--- src/rtl/fetch_control.sv ---
// Fetch control FSM: drives PC enable/load, instruction squash and
// interrupt entry from branch, stall, interrupt and halt requests.
//
// Ports:
//   i_clk, i_reset           rising-edge clock, synchronous active-high reset
//   i_stall_req              load-use hazard, hold fetch
//   i_branch_taken           redirect request
//   i_branch_target[15:0]    redirect address
//   i_int_req                external interrupt level (rising edge detected)
//   i_int_vector[15:0]       handler address, captured at acceptance
//   i_halt_req               HLT decoded
//   o_pc_enable              PC advances
//   o_pc_write               PC loaded with o_pc_write_back_value
//   o_pc_write_back_value    load value, zero whenever o_pc_write is low
//   o_clear_instruction      squash the instruction in fetch
//   o_int_ack                one-cycle pulse on handler jump
//   o_halted                 core halted
module fetch_control #(
   parameter logic [15:0] RESET_VECTOR = 16'h0020
) (
   input  logic        i_clk,
   input  logic        i_reset,
   input  logic        i_stall_req,
   input  logic        i_branch_taken,
   input  logic [15:0] i_branch_target,
   input  logic        i_int_req,
   input  logic [15:0] i_int_vector,
   input  logic        i_halt_req,
   output logic        o_pc_enable,
   output logic        o_pc_write,
   output logic [15:0] o_pc_write_back_value,
   output logic        o_clear_instruction,
   output logic        o_int_ack,
   output logic        o_halted
);

   typedef enum logic [2:0] {
      S_BOOT,
      S_RUN,
      S_STALL,
      S_FLUSH,
      S_INT_DRAIN,
      S_INT_JUMP,
      S_HALTED
   } state_t;

   state_t      r_state;
   state_t      w_next;
   logic        r_int_prev;
   logic        r_pending;
   logic [15:0] r_redirect;
   logic [15:0] r_vector;
   logic [1:0]  r_drain_cnt;

   logic        w_int_edge;
   logic        w_pending;
   logic        w_capture_branch;
   logic        w_accept_int;

   assign w_int_edge = i_int_req & ~r_int_prev;
   // An edge seen this cycle counts as pending so it can win
   // against a simultaneous stall request.
   assign w_pending  = r_pending | w_int_edge;

   always_comb begin
      w_next           = r_state;
      w_capture_branch = 1'b0;
      w_accept_int     = 1'b0;
      unique case (r_state)
         S_BOOT: w_next = S_RUN;
         S_RUN: begin
            if (i_branch_taken) begin
               w_next           = S_FLUSH;
               w_capture_branch = 1'b1;
            end else if (w_pending) begin
               w_next       = S_INT_DRAIN;
               w_accept_int = 1'b1;
            end else if (i_stall_req) begin
               w_next = S_STALL;
            end else if (i_halt_req) begin
               w_next = S_HALTED;
            end
         end
         S_STALL: begin
            if (i_branch_taken) begin
               w_next           = S_FLUSH;
               w_capture_branch = 1'b1;
            end else if (!i_stall_req) begin
               w_next = S_RUN;
            end
         end
         S_FLUSH: w_next = S_RUN;
         S_INT_DRAIN: begin
            if (r_drain_cnt == 2'd1) begin
               w_next = S_INT_JUMP;
            end
         end
         S_INT_JUMP: w_next = S_RUN;
         S_HALTED: begin
            if (w_pending) begin
               w_next       = S_INT_DRAIN;
               w_accept_int = 1'b1;
            end
         end
         default: w_next = S_BOOT;
      endcase
   end

   always_comb begin
      o_pc_enable           = 1'b0;
      o_pc_write            = 1'b0;
      o_pc_write_back_value = 16'h0000;
      o_clear_instruction   = 1'b0;
      o_int_ack             = 1'b0;
      o_halted              = 1'b0;
      unique case (r_state)
         S_BOOT: begin
            o_pc_write            = 1'b1;
            o_pc_write_back_value = RESET_VECTOR;
            o_clear_instruction   = 1'b1;
         end
         S_RUN: o_pc_enable = 1'b1;
         S_STALL: ;
         S_FLUSH: begin
            o_pc_enable           = 1'b1;
            o_pc_write            = 1'b1;
            o_pc_write_back_value = r_redirect;
            o_clear_instruction   = 1'b1;
         end
         S_INT_DRAIN: o_clear_instruction = 1'b1;
         S_INT_JUMP: begin
            o_pc_enable           = 1'b1;
            o_pc_write            = 1'b1;
            o_pc_write_back_value = r_vector;
            o_clear_instruction   = 1'b1;
            o_int_ack             = 1'b1;
         end
         S_HALTED: begin
            o_clear_instruction = 1'b1;
            o_halted            = 1'b1;
         end
         default: ;
      endcase
   end

   always_ff @(posedge i_clk) begin
      if (i_reset) begin
         r_state     <= S_BOOT;
         // Level already high at release must not look like an edge.
         r_int_prev  <= 1'b1;
         r_pending   <= 1'b0;
         r_redirect  <= 16'h0000;
         r_vector    <= 16'h0000;
         r_drain_cnt <= 2'd0;
      end else begin
         r_state    <= w_next;
         r_int_prev <= i_int_req;
         if (w_capture_branch) begin
            r_redirect <= i_branch_target;
         end
         if (w_accept_int) begin
            r_vector <= i_int_vector;
         end
         if (r_state == S_INT_DRAIN) begin
            r_drain_cnt <= r_drain_cnt + 2'd1;
         end else begin
            r_drain_cnt <= 2'd0;
         end
         // Clear wins over a new edge: edges while pending are dropped.
         if (r_state == S_INT_JUMP) begin
            r_pending <= 1'b0;
         end else if (w_int_edge) begin
            r_pending <= 1'b1;
         end
      end
   end

endmodule
--- config.mk ---
export PLATFORM = sky130hd
export DESIGN_NAME = fetch_control
export DESIGN_NICKNAME = d
export VERILOG_FILES = /design/src/rtl/fetch_control.sv
export SDC_FILE = /design/constraint.sdc
export NUM_CORES = 1
export LEC_CHECK = 0
export BUFFER_PORTS_ARGS = -buffer_cell sky130_fd_sc_hd__buf_2
export CAP_MARGIN = 20
export CORE_ASPECT_RATIO = 1.5
export CORE_UTILIZATION = 47
export CTS_BUF_LIST = sky130_fd_sc_hd__clkbuf_8
export CTS_CLUSTER_DIAMETER = 50
export CTS_CLUSTER_SIZE = 28
export DETAILED_ROUTE_END_ITERATION = 6
export GPL_ROUTABILITY_DRIVEN = 0
export GPL_TIMING_DRIVEN = 0
export PLACE_DENSITY = 0.78
export SLEW_MARGIN = 20
export SYNTH_ARGS = -nofsm -noshare
export SYNTH_HDL_FRONTEND = slang
export SYNTH_SLANG_ARGS = --single-unit
--- constraint.sdc ---
create_clock -name i_clk -period 1.74 [get_ports i_clk]
set_clock_uncertainty 0.1 [all_clocks]
set_input_delay 0.087 -clock i_clk [delete_from_list [all_inputs] [get_ports i_clk]]
set_output_delay 0.087 -clock i_clk [all_outputs]
set_load 0.05 [all_outputs]
# Word level (Yosys, flattened, before mapping)
# Index checks and enable logic that the tools add are counted.
[classes]
n_addsub = 1
eq_ne = 11
n_mux = 20
bitwise = 4
n_reduce_logical = 8
[ops]
columns = ["cell", "n"]
rows = [
  ["$pmux 16 s3", 1],
  ["$mux 3", 8],
  ["$pmux 3 s5", 1],
  ["$eq 3x3->1 const B", 3],
  ["$mux 1", 9],
  ["$eq 3x2->1 const B", 2],
  ["$reduce_or 2->1", 3],
  ["$reduce_or 3->1", 2],
  ["$ne 5x5->1 const B", 1],
  ["$reduce_or 5->1", 1],
  ["$ne 2x2->1 const B", 2],
  ["$reduce_and 4->1", 1],
  ["$eq 3x1->1 const B", 1],
  ["$logic_not 3->1", 1],
  ["$ne 3x3->1 const B", 1],
  ["$add 2x1->2 const B", 1],
  ["$eq 2x1->1 const B", 1],
  ["$not 1->1", 2],
  ["$pmux 1 s2", 1],
  ["$and 1x1->1", 1],
  ["$or 1x1->1", 1],
]
[word_totals]
register_bits = 39
input_bits = 38
out_inout_bits = 21
elab_cells = 50

# Longest topological paths before layout
# Gate-level depths: netlist (run 1).
[depth]
word_depth = 6
ltp_mapped = 7
depth_no_buf = 6

# Worst setup path before layout (run 1)
# OpenSTA, ideal clock, no wires.
[synth_path]
path_type = "reg-to-output"
start = "reg r_state[1]"
end = "out o_clear_instruction"
arrival_ps = 1908
t_required_ps = 1553
setup_slack_ps = -355
path_stages_with_launch = 7
path_buffers = 3
cell_sequence = "dfxtp_1 buf_2 nor2b_1 buf_2 buf_2 nor2_1 mux2i_1"
[synth_via]
elab_chain_cells = 3
word_cells_on_any_way = 7
classes_between = "eq/ne (4); mux (1); reduce/logical (2)"
[synth_rtl]
columns = ["item", "line_no", "rtl"]
rows = [
  ["from (decl)", "47", "state_t r_state;"],
  ["from (signal assigned)", "156", "r_state <= w_next;"],
  ["$eq 3x3->1 (tied with other cells)", "116", "unique case (r_state)"],
  ["$reduce_or 5->1 (no line) (*)", "n/a", ""],
  ["$mux 1 (*)", "116", ""],
  ["to (decl)", "32", "output logic o_clear_instruction,"],
]
# Mark *: on every way between the ends. The rest lies on a longest branch, timed or not.

# Final worst setup path (run 1)
[layout_path]
start = "reg r_state[1]"
end = "out o_pc_write_back_value[2]"
[layout_via]
elab_chain_cells = 2
word_cells_on_any_way = 4
classes_between = "eq/ne (2); mux (1); reduce/logical (1)"
[layout_rtl]
columns = ["item", "line_no", "rtl"]
rows = [
  ["$eq 3x3->1 (tied with other cells)", "116", ""],
  ["$pmux 16 s3 (*)", "116", ""],
  ["to (decl)", "31", "output logic [15:0] o_pc_write_back_value,"],
]
# Marked as above.

==> key figures, run 1 <==
Outcome
  • Status: finished with violations
  • Violated checks: setup timing

Worst setup path
  • Critical Path AT: 1.61 ns
  • Reg2Reg Capture Point: r_state[2]$_SDFFE_PP0P_
  • Crit Path Category: reg2out
  • Worst EP required: 1.55 ns
  • Reg2Reg Depth: 5
  • Worst R2R Start: r_state[1]$_SDFFE_PP0P_
  • Crit path capture type: output pin
  • Critical path peak fanout: 7
  • Reg-to-reg slack, setup: -0.05 ns
  • Critical path launch point type: flip-flop

STA
  • RSZ-0062 raised after global routing: yes
  • F_max: 555 MHz
  • Tcrit/Tclk final: 1.03
  • Setup_tns: -0.498 ns
  • Fin. Hold Viols: 0
  • Final worst path period need: 1.80 ns
  • Measured slew at the worst slew-check pin: between 0.5 and 0.6 ns
  • Fin. max-slew vios: 0
  • Worst setup margin: -0.0609 ns
  • Slew HR: 0.618
  • Final Setup Violations: 17

GRT
  • Largest net degree at the start of global routing: 12
  • GRT Util Overall: 0.328
  • First-pass GRT wire length: 9660 µm
  • Overflow after GRT: 0
  • Initial antenna violation count: 0
  • Vias in the first global route: 2015

Clock network
  • # clock sinks: 39
  • CTS tree: done
  • Maximum clock path buffer count: 2
  • TritonCTS Buffers: 5
  • Root buf cell: clkbuf_8
  • Worst-path clk slew: 0.08 ns
  • Clock latency on the worst-skew pair: roughly 0.29 ns
  • # H-tree levels: 2

Final layout
  • Ant diodes: 0
  • Nets: 351
  • Multi-input logic area: 1150 µm²
  • Layout cells sized above 1: 0.431
  • Area Growth Syn to Fin: 71.9%
  • Register area: just under 800 µm²
  • FILL cells: 178

Route
  • Initial DRC count: 84
  • Via Count: 1945
  • ANT nets after route: 0
  • Detailed-route DRC error count: 0
  • DR pass1 iterations: 4
  • Routed wire per std cell: 18.6 µm
  • WL final: 6630 µm
  • Via/cell ratio: 5.46

Die
  • Die Span Y: 79.0 µm
  • Die ar.: 4210 µm²
  • Row count: 27
  • # IOs: approximately 60
  • Die width: between 50 and 60 µm
  • Core ar.: 3720 µm²
  • Initial core utilization: 0.500

Synthesis
  • Top cell type's share of synthesized area: 0.420
  • Largest family of logic cells by synthesized area: simple AND/OR/NAND/NOR gates
  • Post-Syn Area: 1860 µm²
  • XOR/XNOR Fraction of Synth Area: 0.00472
  • Syn Nets: 232
  • Post-synthesis async set-or-reset flop share: 0
  • Synth Instances: about 190
  • Seq/Total Area, Yosys: 0.420
  • Synth Area in Simple Gates: 0.212
  • Most frequent cell after synthesis: dfxtp_1
  • Number of synthesized flops with an enable pin: 0
  • Netlist cell types: 36
  • Multiplexer area fraction after synthesis: 0.183
  • Synth area leader: dfxtp_1
  • Synth Area in Adders: 0.00674
  • Area contributors post-synth: dfxtp_1 42%, mux2i_1 18%, nor2_1 7.1%
  • Synth Area in Compound Gates: 0.125
  • Synth Register Bits: 39
  • Main synth FF type: dfxtp_1
  • Mapped Avg Cell Area: 9.62 µm²
  • Yosys warns: 0
  • Commonest cells post-synth: 39 x dfxtp_1, 35 x nor2_1, 34 x mux2i_1

Placed design
  • Detailed Place HPWL: 3240 µm
  • DP Worst Slack: -0.277 ns
  • PortBufs: 58

Min path
  • Worst hold path stage count: 4
  • Hold path start: i_halt_req
  • Worst hold path class: in2reg
  • Worst Hold End: r_state[0]$_SDFFE_PP0P_

Power
  • LEAKAGE: 1.45 nW
  • Cell Pwr Density: 1090 nW/µm²
  • VDD IR max: 1.33 mV

Flow run
  • MaxCap Viol Count: 0
-- placed cells by master (no fill, tap or decap), types with 2 or more instances in the layout --
cell type	instances
buf_6	23
a22oi_2	11
clkbuf_1	4
clkbuf_8	6
nor2b_2	6
nand2b_1	4
dfxtp_1	37
buf_2	40
nor4_1	3
nor3_1	2
buf_4	16
nor2_1	35
inv_1	4
o21bai_1	2
mux2i_2	2
mux2i_1	32
nand3_1	2
nor2b_4	10
buf_8	5
nor3b_1	2
dlygate4sd3_1	34
a22oi_1	4
-- layout make-up --
type,count,area share
Clock inverter,3,0.00392
Sequential cell,39,0.246
Buffer,15,0.0474
Clock buffer,5,0.0216
Tap cell,43,0.0169
Inverter,3,0.00431
Timing Repair Buffer,112,0.298
Multi-Input combinational cell,136,0.361
-- worst max path at each step --
stage,slack (ns),to,start
after detailed placement,-0.28,o_pc_write_back_value[10],r_state[2]$_SDFFE_PP0P_
final,-0.06,o_pc_write_back_value[2],r_state[1]$_SDFFE_PP0P_
after CTS,-0.07,r_state[2]$_SDFFE_PP0P_,r_state[1]$_SDFFE_PP0P_
after global placement,-0.28,o_pc_write_back_value[10],r_state[2]$_SDFFE_PP0P_
after floorplan,-0.12,o_clear_instruction,r_state[1]$_SDFFE_PP0P_
after global routing,-0.12,o_clear_instruction,r_state[1]$_SDFFE_PP0P_
-- routing by layer --
layer | wire length, µm | vias up | global-route usage
li1 | - | 914 | -
met1 | 2430 | 938 | 0.339
met2 | 3750 | 80 | 0.596
met3 | 284 | 13 | 0.0709
met4 | 169 | 0 | 0.147
met5 | 0 | - | 0
-- power by group --
part | leakage, nW | switching [mW] | total [mW] | internal [mW]
registers | 0.318 | 0.0879 | 1.09 | 1.00
clock network | 0.0505 | 0.315 | 0.585 | 0.270
logic | 1.08 | 0.919 | 1.81 | 0.892
-- state kept, by name, summed over array words and instances, names as in the netlist --
signal       count
r_pending        1
r_vector        16
r_state          3
r_drain_cnt      2
r_int_prev       1
r_redirect      16
-- metrics by stage --
step	utilization	cells	hold WS [ns]	cell area [µm²]	power, mW
detailed placement	0.616	294	0.187	2290	2.24
CTS	0.825	349	0.0545	3070	3.25
global placement	0.616	294	0.186	2290	2.21
floorplan	-	193	0.0936	1940	1.97
global route	0.859	356	0.0845	3190	3.63
finish	0.859	356	0.0713	3190	3.49
-- worst max-delay path, stage by stage, from the launching register on --
cell	delay, ns
dfxtp_4	0.35
buf_6	0.11
buf_6	0.13
nor2_4	0.13
buf_4	0.18
a22oi_2	0.09
nor2b_2	0.15
buf_6	0.18
-- cell families after synthesis --
kind of cell,Yosys count
buffers and inverters,18
and+or+nand+nor,74
AOI/OAI and AO/OA,26
muxes,34
DFF,39
adders and majority gates,1
xor gates and xnor gates,1
-- timing repair --
action,4_1_cts,5_1_grt
endpoints found under the setup margin,39,45
pin swaps,6,5
setup buffers,11,6
hold buffers,34,0
cloned,2,1
hold endpoints to repair,34,0
resized for setup,72,20
Power figures use the tool's default switching activity.
==> inputs of run 2 (changes only) <==
--- a/config.mk
+++ b/config.mk
@@ -15,7 +15,7 @@
 export DETAILED_ROUTE_END_ITERATION = 6
 export GPL_ROUTABILITY_DRIVEN = 0
 export GPL_TIMING_DRIVEN = 0
-export PLACE_DENSITY = 0.78
+export PLACE_DENSITY = 0.8
 export SLEW_MARGIN = 20
 export SYNTH_ARGS = -nofsm -noshare
 export SYNTH_HDL_FRONTEND = slang
==> run 2 against run 1 <==
Effect of this change:
- the run still ends with setup timing left
- register-to-register slack improved by 0.03 ns
- global-route usage decreased by 0.93 points
- critical path depth unchanged
==> key figures, run 2 (synthesis gave the netlist of run 1 again) <==
GRT
  • First-pass GRT wire length: between 9000 and 10000 µm
  • Vias in the first global route: 2023
  • GRT Util Overall: 0.318
  • Initial antenna violation count: 0
  • Largest net degree at the start of global routing: 12
  • Overflow after GRT: 0

STA
  • Slew HR: 0.633
  • Fin. max-slew vios: 0
  • F_max: 541 MHz
  • Setup_tns: -1.23 ns
  • Measured slew at the worst slew-check pin: 0.551 ns
  • Tcrit/Tclk final: 1.06
  • Final Setup Violations: 18
  • RSZ-0062 raised after global routing: yes
  • Final worst path period need: 1.85 ns
  • Worst setup margin: -0.108 ns
  • Fin. Hold Viols: 0

Power
  • VDD IR max: ~1.0 mV
  • Cell Pwr Density: 1080 nW/µm²
  • LEAKAGE: 1.42 nW
  • Switching share of total power: 0.386
  • Comb pwr share: 0.510
  • Share of power burned in the clock network: 0.172
  • Sw power: 1.33 mW
  • Internal: 2.12 mW
  • Reg power frac: 0.318

Final layout
  • Final Util: 0.861
  • FILL cells: 176
  • Register area: 787 µm²
  • Layout cells sized above 1: 0.454
  • Nets: roughly 340
  • Most common cell after layout, fill and taps aside: buf_2
  • Ant diodes: 0
  • Final cell count without fillers: 349
  • Largest registers: r_redirect (16), r_vector (16), r_state (3)
  • Area Growth Syn to Fin: 72.4%
  • Commonest non-fill, non-tap cells in the layout: 38 x buf_2, 36 x dfxtp_1, 34 x dlygate4sd3_1
  • Multi-input logic area: 1200 µm²

Route
  • WL final: 6770 µm
  • ANT nets after route: 0
  • Detailed-route DRC error count: 0
  • Routed wire per std cell: 19.4 µm
  • DR pass1 iterations: 4
  • Initial DRC count: 34
  • Via Count: 1909
  • Via/cell ratio: 5.47

Clock network
  • Clock latency on the worst-skew pair: 0.30 ns
  • Worst-path clk slew: approximately 0.070 ns
  • Maximum clock path buffer count: 2
  • TritonCTS Buffers: 5
  • # H-tree levels: 2
  • # clock sinks: 39
  • CTS tree: done
  • Root buf cell: clkbuf_8

Outcome
  • Violated checks: setup timing
  • Status: finished with violations

Placed design
  • Placed Cells: 294
  • DP Worst Slack: -0.284 ns
  • Detailed Place HPWL: 3110 µm
  • PortBufs: 58

Die
  • # IOs: 59
  • Initial core utilization: 0.500
  • Row count: 27
  • Die width: ~53 µm
  • Die ar.: ~4200 µm²
  • Core ar.: 3720 µm²
  • Die Span Y: 79.0 µm

Worst setup path
  • Crit path capture type: output pin
  • Critical Path AT: between 1.5 and 2 ns
  • Critical path peak fanout: 6
  • Crit Path Category: reg2out
  • Critical path launch point type: flip-flop
  • Worst EP required: 1.55 ns

Min path
  • Worst hold path class: in2reg

Flow run
  • MaxCap Viol Count: 0
run 2: final cells by class:
class                           count  share of cell area
Buffer                             14              0.0418
Clock buffer                        5              0.0215
Clock inverter                      3             0.00391
Inverter                            3             0.00430
Multi-Input combinational cell    136               0.375
Sequential cell                    39               0.246
Tap cell                           43              0.0168
Timing Repair Buffer              106               0.291
run 2: power groups by stage:
stage	clock [mW]	sequential (mW)	combinational, mW
floorplan	0	1.07	0.909
global placement	0	1.08	1.14
detailed placement	0	1.08	1.14
CTS	0.587	1.08	1.49
global route	0.640	1.10	1.84
finish	0.595	1.10	1.76
run 2: final timing paths:
path / from / to / slack, ns / cells past startpoint
max: r_state[2]$_SDFFE_PP0P_ / o_pc_write_back_value[10] / -0.11 / 7
min reg2reg: r_drain_cnt[0]$_SDFF_PP0_ / r_drain_cnt[0]$_SDFF_PP0_ / 0.33 / 1
max reg2reg: r_state[1]$_SDFFE_PP0P_ / r_vector[15]$_SDFFE_PP0P_ / -0.02 / 7
min: i_halt_req / r_state[0]$_SDFFE_PP0P_ / 0.05 / 4
run 2: timing repair:
item,4_1_cts,5_1_grt
cloned,1,2
hold buffers,34,0
gates resized for setup,71,32
pin swaps,6,5
endpoints found under the setup margin,38,43
setup buffers,7,4
endpoints found under the hold margin,34,0
run 2: worst max-delay path: stages, from the launching register on:
cell	delay (ns)
dfxtp_2	0.35
buf_6	0.15
inv_4	0.06
nor2_4	0.20
buf_6	0.17
a22oi_2	0.11
nor2b_4	0.16
buf_8	0.17
run 2: metal layers:
metal | wire length (µm) | track usage | vias to the layer above
li1 | - | - | 897
met2 | 3730 | 0.578 | 76
met1 | 2470 | 0.317 | 912
met3 | 295 | 0.0805 | 24
met5 | 0 | 0 | -
met4 | 274 | 0.158 | 0
run 2: through the flow:
| stage | hold slack, ns | area [µm²] | power [mW] |
|---|---|---|---|
| floorplan | 0.0936 | 1940 | 1.97 |
| global placement | 0.188 | 2290 | 2.21 |
| detailed placement | 0.188 | 2290 | 2.23 |
| CTS | 0.0591 | 3020 | 3.16 |
| global route | 0.0856 | 3200 | 3.58 |
| finish | 0.0462 | 3200 | 3.46 |
